File: config.mk
export PLATFORM = sky130hd
export DESIGN_NAME = uart_tx_serializer
export DESIGN_NICKNAME = d
export VERILOG_FILES = /design/src/rtl/uart_tx_serializer.sv
export SDC_FILE = /design/constraint.sdc
export NUM_CORES = 1
export LEC_CHECK = 0
export BUFFER_PORTS_ARGS = -buffer_cell sky130_fd_sc_hd__buf_4
export CAP_MARGIN = 20
export CORE_MARGIN = 2
export CORE_UTILIZATION = 50
export CTS_BUF_LIST = sky130_fd_sc_hd__clkbuf_4
export CTS_CLUSTER_SIZE = 12
export DETAILED_ROUTE_END_ITERATION = 12
export PLACE_DENSITY = 0.69
export SLEW_MARGIN = 20
export SYNTH_ARGS = -nofsm -noshare
export SYNTH_HDL_FRONTEND = slang
export SYNTH_SLANG_ARGS = --single-unit
File: constraint.sdc
create_clock -name clk -period 1.7 [get_ports clk]
set_input_delay 0.34 -clock clk [delete_from_list [all_inputs] [get_ports clk]]
set_output_delay 0.34 -clock clk [all_outputs]
set_load 0.02 [all_outputs]
File: src/rtl/uart_tx_serializer.sv
// UART transmit engine: serializes one DATA_BITS word per accepted tx_start as
// start bit, LSB-first data bits and STOP_BITS stop bits on a registered, idle-high line.
//   state   | meaning
//   S_IDLE  | line high, waiting for tx_start
//   S_START | start bit (low) for one bit time
//   S_DATA  | shifting data bits out, LSB first
//   S_STOP  | stop bit(s) high, then pulse tx_done
module uart_tx_serializer #(
   parameter int CLK_FREQ  = 100000000,
   parameter int BAUD      = 115200,
   parameter int DATA_BITS = 8,
   parameter int STOP_BITS = 1
) (
   input  logic                 clk,
   input  logic                 rst,
   input  logic                 tx_start,
   input  logic [DATA_BITS-1:0] tx_data,
   output logic                 tx,
   output logic                 tx_busy,
   output logic                 tx_done
);

   localparam int CLKS_PER_BIT = CLK_FREQ / BAUD;
   localparam int CNT_W        = $clog2(STOP_BITS * CLKS_PER_BIT);
   localparam int IDX_W        = $clog2(DATA_BITS);

   localparam logic [CNT_W-1:0] BIT_LAST  = CNT_W'(CLKS_PER_BIT - 1);
   localparam logic [CNT_W-1:0] STOP_LAST = CNT_W'(STOP_BITS * CLKS_PER_BIT - 1);
   localparam logic [IDX_W-1:0] IDX_LAST  = IDX_W'(DATA_BITS - 1);

   localparam logic [1:0] S_IDLE  = 2'd0;
   localparam logic [1:0] S_START = 2'd1;
   localparam logic [1:0] S_DATA  = 2'd2;
   localparam logic [1:0] S_STOP  = 2'd3;

   logic [1:0]           r_state;
   logic [CNT_W-1:0]     r_cnt;
   logic [IDX_W-1:0]     r_idx;
   logic [DATA_BITS-1:0] r_shift;
   logic                 r_tx;
   logic                 r_busy;
   logic                 r_done;

   logic [1:0]           w_state_nxt;
   logic [CNT_W-1:0]     w_cnt_nxt;
   logic [IDX_W-1:0]     w_idx_nxt;
   logic [DATA_BITS-1:0] w_shift_nxt;
   logic                 w_tx_nxt;
   logic                 w_done_nxt;
   logic                 w_bit_end;

   assign w_bit_end = (r_cnt == BIT_LAST);

   always_comb begin
      w_state_nxt = r_state;
      w_cnt_nxt   = r_cnt + 1'b1;
      w_idx_nxt   = r_idx;
      w_shift_nxt = r_shift;
      w_done_nxt  = 1'b0;
      case (r_state)
         S_IDLE: begin
            w_cnt_nxt = '0;
            if (tx_start) begin
               w_state_nxt = S_START;
               w_shift_nxt = tx_data;
            end
         end
         S_START: begin
            if (w_bit_end) begin
               w_cnt_nxt   = '0;
               w_idx_nxt   = '0;
               w_state_nxt = S_DATA;
            end
         end
         S_DATA: begin
            if (w_bit_end) begin
               w_cnt_nxt   = '0;
               w_shift_nxt = r_shift >> 1;
               if (r_idx == IDX_LAST) begin
                  w_idx_nxt   = '0;
                  w_state_nxt = S_STOP;
               end else begin
                  w_idx_nxt = r_idx + 1'b1;
               end
            end
         end
         S_STOP: begin
            // all stop bits are timed as one stretch; the counter is sized for it
            if (r_cnt == STOP_LAST) begin
               w_cnt_nxt   = '0;
               w_state_nxt = S_IDLE;
               w_done_nxt  = 1'b1;
            end
         end
         default: begin
            w_cnt_nxt   = '0;
            w_state_nxt = S_IDLE;
         end
      endcase
   end

   // line level follows the next state so the start bit appears one cycle after acceptance
   always_comb begin
      w_tx_nxt = 1'b1;
      case (w_state_nxt)
         S_START: w_tx_nxt = 1'b0;
         S_DATA:  w_tx_nxt = w_shift_nxt[0];
         default: w_tx_nxt = 1'b1;
      endcase
   end

   always_ff @(posedge clk or posedge rst) begin
      if (rst) begin
         r_state <= S_IDLE;
         r_cnt   <= '0;
         r_idx   <= '0;
         r_shift <= '0;
         r_tx    <= 1'b1;
         r_busy  <= 1'b0;
         r_done  <= 1'b0;
      end else begin
         r_state <= w_state_nxt;
         r_cnt   <= w_cnt_nxt;
         r_idx   <= w_idx_nxt;
         r_shift <= w_shift_nxt;
         r_tx    <= w_tx_nxt;
         r_busy  <= (w_state_nxt != S_IDLE);
         r_done  <= w_done_nxt;
      end
   end

   assign tx      = r_tx;
   assign tx_busy = r_busy;
   assign tx_done = r_done;

endmodule

==> metrics.txt <==
status complete, no violations; max frequency around 600 MHz; TritonCTS buffer count 3; DRT iter0 DRCs 48; Yosys reg bits 26; crit path kind reg -> reg; Max Buffers Root-to-Sink 2; vias in the first global route 1038; Filler cells approximately 210; min Tclk post-route around 1.6 ns; hold crit path type in -> async; commonest non-fill, non-tap cell in the layout dfrtp_1; worst hold slack 0.05074 ns; Max Cap Viol 0; sequential area share after synthesis roughly 48%; Cell Area, Synth 1360 sq um; Synthesized Nets 145; fin crit share 95.61%; detailed placer's ending HPWL between 1.5 and 2 mm; Cell variety after synth 40; first-pass GRT wire length 4.560 mm; DRC viols 0; Final Instance Area 1583 sq um; Starting Density 53.92%; TNS Setup 0 ns; Clock Skews between 0.009 and 0.01 ns; worst path arrival time around 1.9 ns; worst r2r src r_cnt[0]; vias per inst 6.000; root buf cell clkbuf_4; final wirelength 2.719 mm; synth warn 0; Critical Path End Type flip-flop; clk sinks 26; Post-synth ARST share between 90% and 100%; total core area between 2000 and 3000 sq um; Worst R2R Path Depth 4; global placer's final weighted congestion approximately 0.90; relative slew slack about 75%; aggregate global routing overflow 0; Max H-tree Level 1; die area ~3200 sq um; drt wl/cell 14.78 um; number of diodes 0; clock-pin slew on the worst setup and hold paths between 0.1 and 0.15 ns; Leak 0.0006781 uW; Reg-to-Reg End tx; Slew Viols, Final 0; Peak VDD IR just under 800 uV; ys flop type dfrtp_1; worst skew pair latency around 0.32 ns; syn avg cell area just over 10 sq um; All-Layer GR Usage between 10% and 20%; post-layout power roughly 1500 uW; Placed Area between 1500 and 2000 sq um; measured slew at the worst slew-check pin 0.3786 ns; # rows 18; P&R area growth vs syn 16.38%; DR vias approximately 1100; Startpoint Class flip-flop; IO buf count 13; CP required between 1.5 and 2 ns; pin count of the biggest net entering global routing 27; R2R setup slack approximately 0.075 ns; Mapped Cells approximately 130; antenna violations before repair 0; Final Hold Viols 0; final core utilization about 63%; Final Setup Violations 0; ANT nets after route 0; share of layout cells above drive strength 1 between 20 and 25%; CP max FO 5; die width between 50 and 60 um; most frequent cells in the layout dfrtp_1, buf_4, and2_1, a221o_1, nor2_1; pwr/cell area roughly 1000 nW/um^2; CTS tree done; number of enable flip-flop cells after synthesis 0; Boundary Pins 14; Post-CTS Resized 0; Pre-antenna DRT Iters 4; Post-layout nets roughly 170; unrepaired setup endpoints after global routing no; die height 56.16 um
[metrics by stage]
step                setup WS [ns]  std cells
floorplan                  0.1579        131
detailed placement        0.05982        177
finish                    0.07465        184
global route              0.01276        184
global placement           0.1135        177
CTS                       0.03057        181
[registers in the layout, indices dropped and copies added, names as in the netlist]
register / count
r_shift: 8
r_cnt: 10
r_state: 2
tx_done: 1
tx_busy: 1
tx: 1
r_idx: 3
[cell usage after synthesis, types with 2 or more instances]
| cell | instances | area [sq um] |
|---|---|---|
| nor4_1 | 2 | 12.51 |
| nand3_1 | 4 | 20.02 |
| a221o_1 | 9 | 90.09 |
| a21oi_1 | 6 | 30.03 |
| o31ai_1 | 2 | 15.01 |
| ha_1 | 3 | 37.54 |
| and2_1 | 11 | 68.82 |
| nor3_1 | 3 | 15.01 |
| or3_1 | 3 | 18.77 |
| nand2_1 | 6 | 22.52 |
| buf_2 | 2 | 10.01 |
| nand4_1 | 4 | 25.02 |
| xnor2_1 | 2 | 17.52 |
| inv_1 | 5 | 18.77 |
| or4_1 | 3 | 22.52 |
| nor2_1 | 9 | 33.78 |
| nand2b_1 | 3 | 18.77 |
| dfrtp_1 | 25 | 625.6 |
| clkbuf_1 | 3 | 11.26 |
| o21ai_0 | 5 | 25.02 |
| xor2_1 | 2 | 17.52 |
[report_power, final]
group | leakage [uW] | switching [uW] | internal (uW) | total, uW
clock network | 0.0000154 | 181 | 85.9 | 267
registers | 0.000325 | 105 | 718 | 822
logic | 0.000338 | 236 | 218 | 454
total | 0.000678 | 521 | 1020 | 1540
[layer usage]
layer  vias to the layer above  wire length (um)  global-route usage, %
met2                        28              1342                  29.24
li1                        540                 -                      -
met1                       532              1236                  24.37
met5                         -                 0                      0
met3                         4               113                  2.326
met4                         0                27                  7.143
[worst max-delay path, cell delays in order (launching register included)]
cell	delay, ns
dfrtp_1	0.41
ha_1	0.20
nand4b_1	0.26
or4_1	0.59
o211ai_1	0.10
[cells by family (layout without fill, tap and decap cells)]
family	after synthesis	after routing	synth area share [%]
buf+inv	10	33	2.944
simple gates	56	56	25.39
xor+xnor	4	4	2.576
fa+ha+maj	3	3	2.760
flops	26	26	47.93
compound gates	32	32	18.40
[what timing repair did]
item,in CTS,in global routing
setup endpoints to repair,0,8
endpoints found under the hold margin,0,0
setup buffers,0,3
hold buffers,0,0
[how the worst max path moves through the flow]
stage                  to  slack, ns     start
4_1_cts        r_shift[7]       0.03  r_cnt[0]
3_3_place_gp   r_shift[7]       0.11  r_cnt[0]
5_1_grt                tx       0.01  r_cnt[0]
2_1_floorplan    r_idx[1]       0.16  r_cnt[0]
6_report               tx       0.07  r_cnt[0]
3_5_place_dp   r_shift[7]       0.06  r_cnt[0]
[layout make-up]
type | instances | area [sq um] | share of cell area [%]
Timing Repair Buffer | 24 | 180.2 | 11.38
Multi-Input combinational cell | 95 | 668.1 | 42.21
Inverter | 5 | 18.77 | 1.186
Clock buffer | 3 | 22.52 | 1.423
Sequential cell | 26 | 651.9 | 41.19
Clock inverter | 1 | 3.754 | 0.2372
Tap cell | 30 | 37.54 | 2.372
No activity file was read; power rests on OpenSTA's default activity.
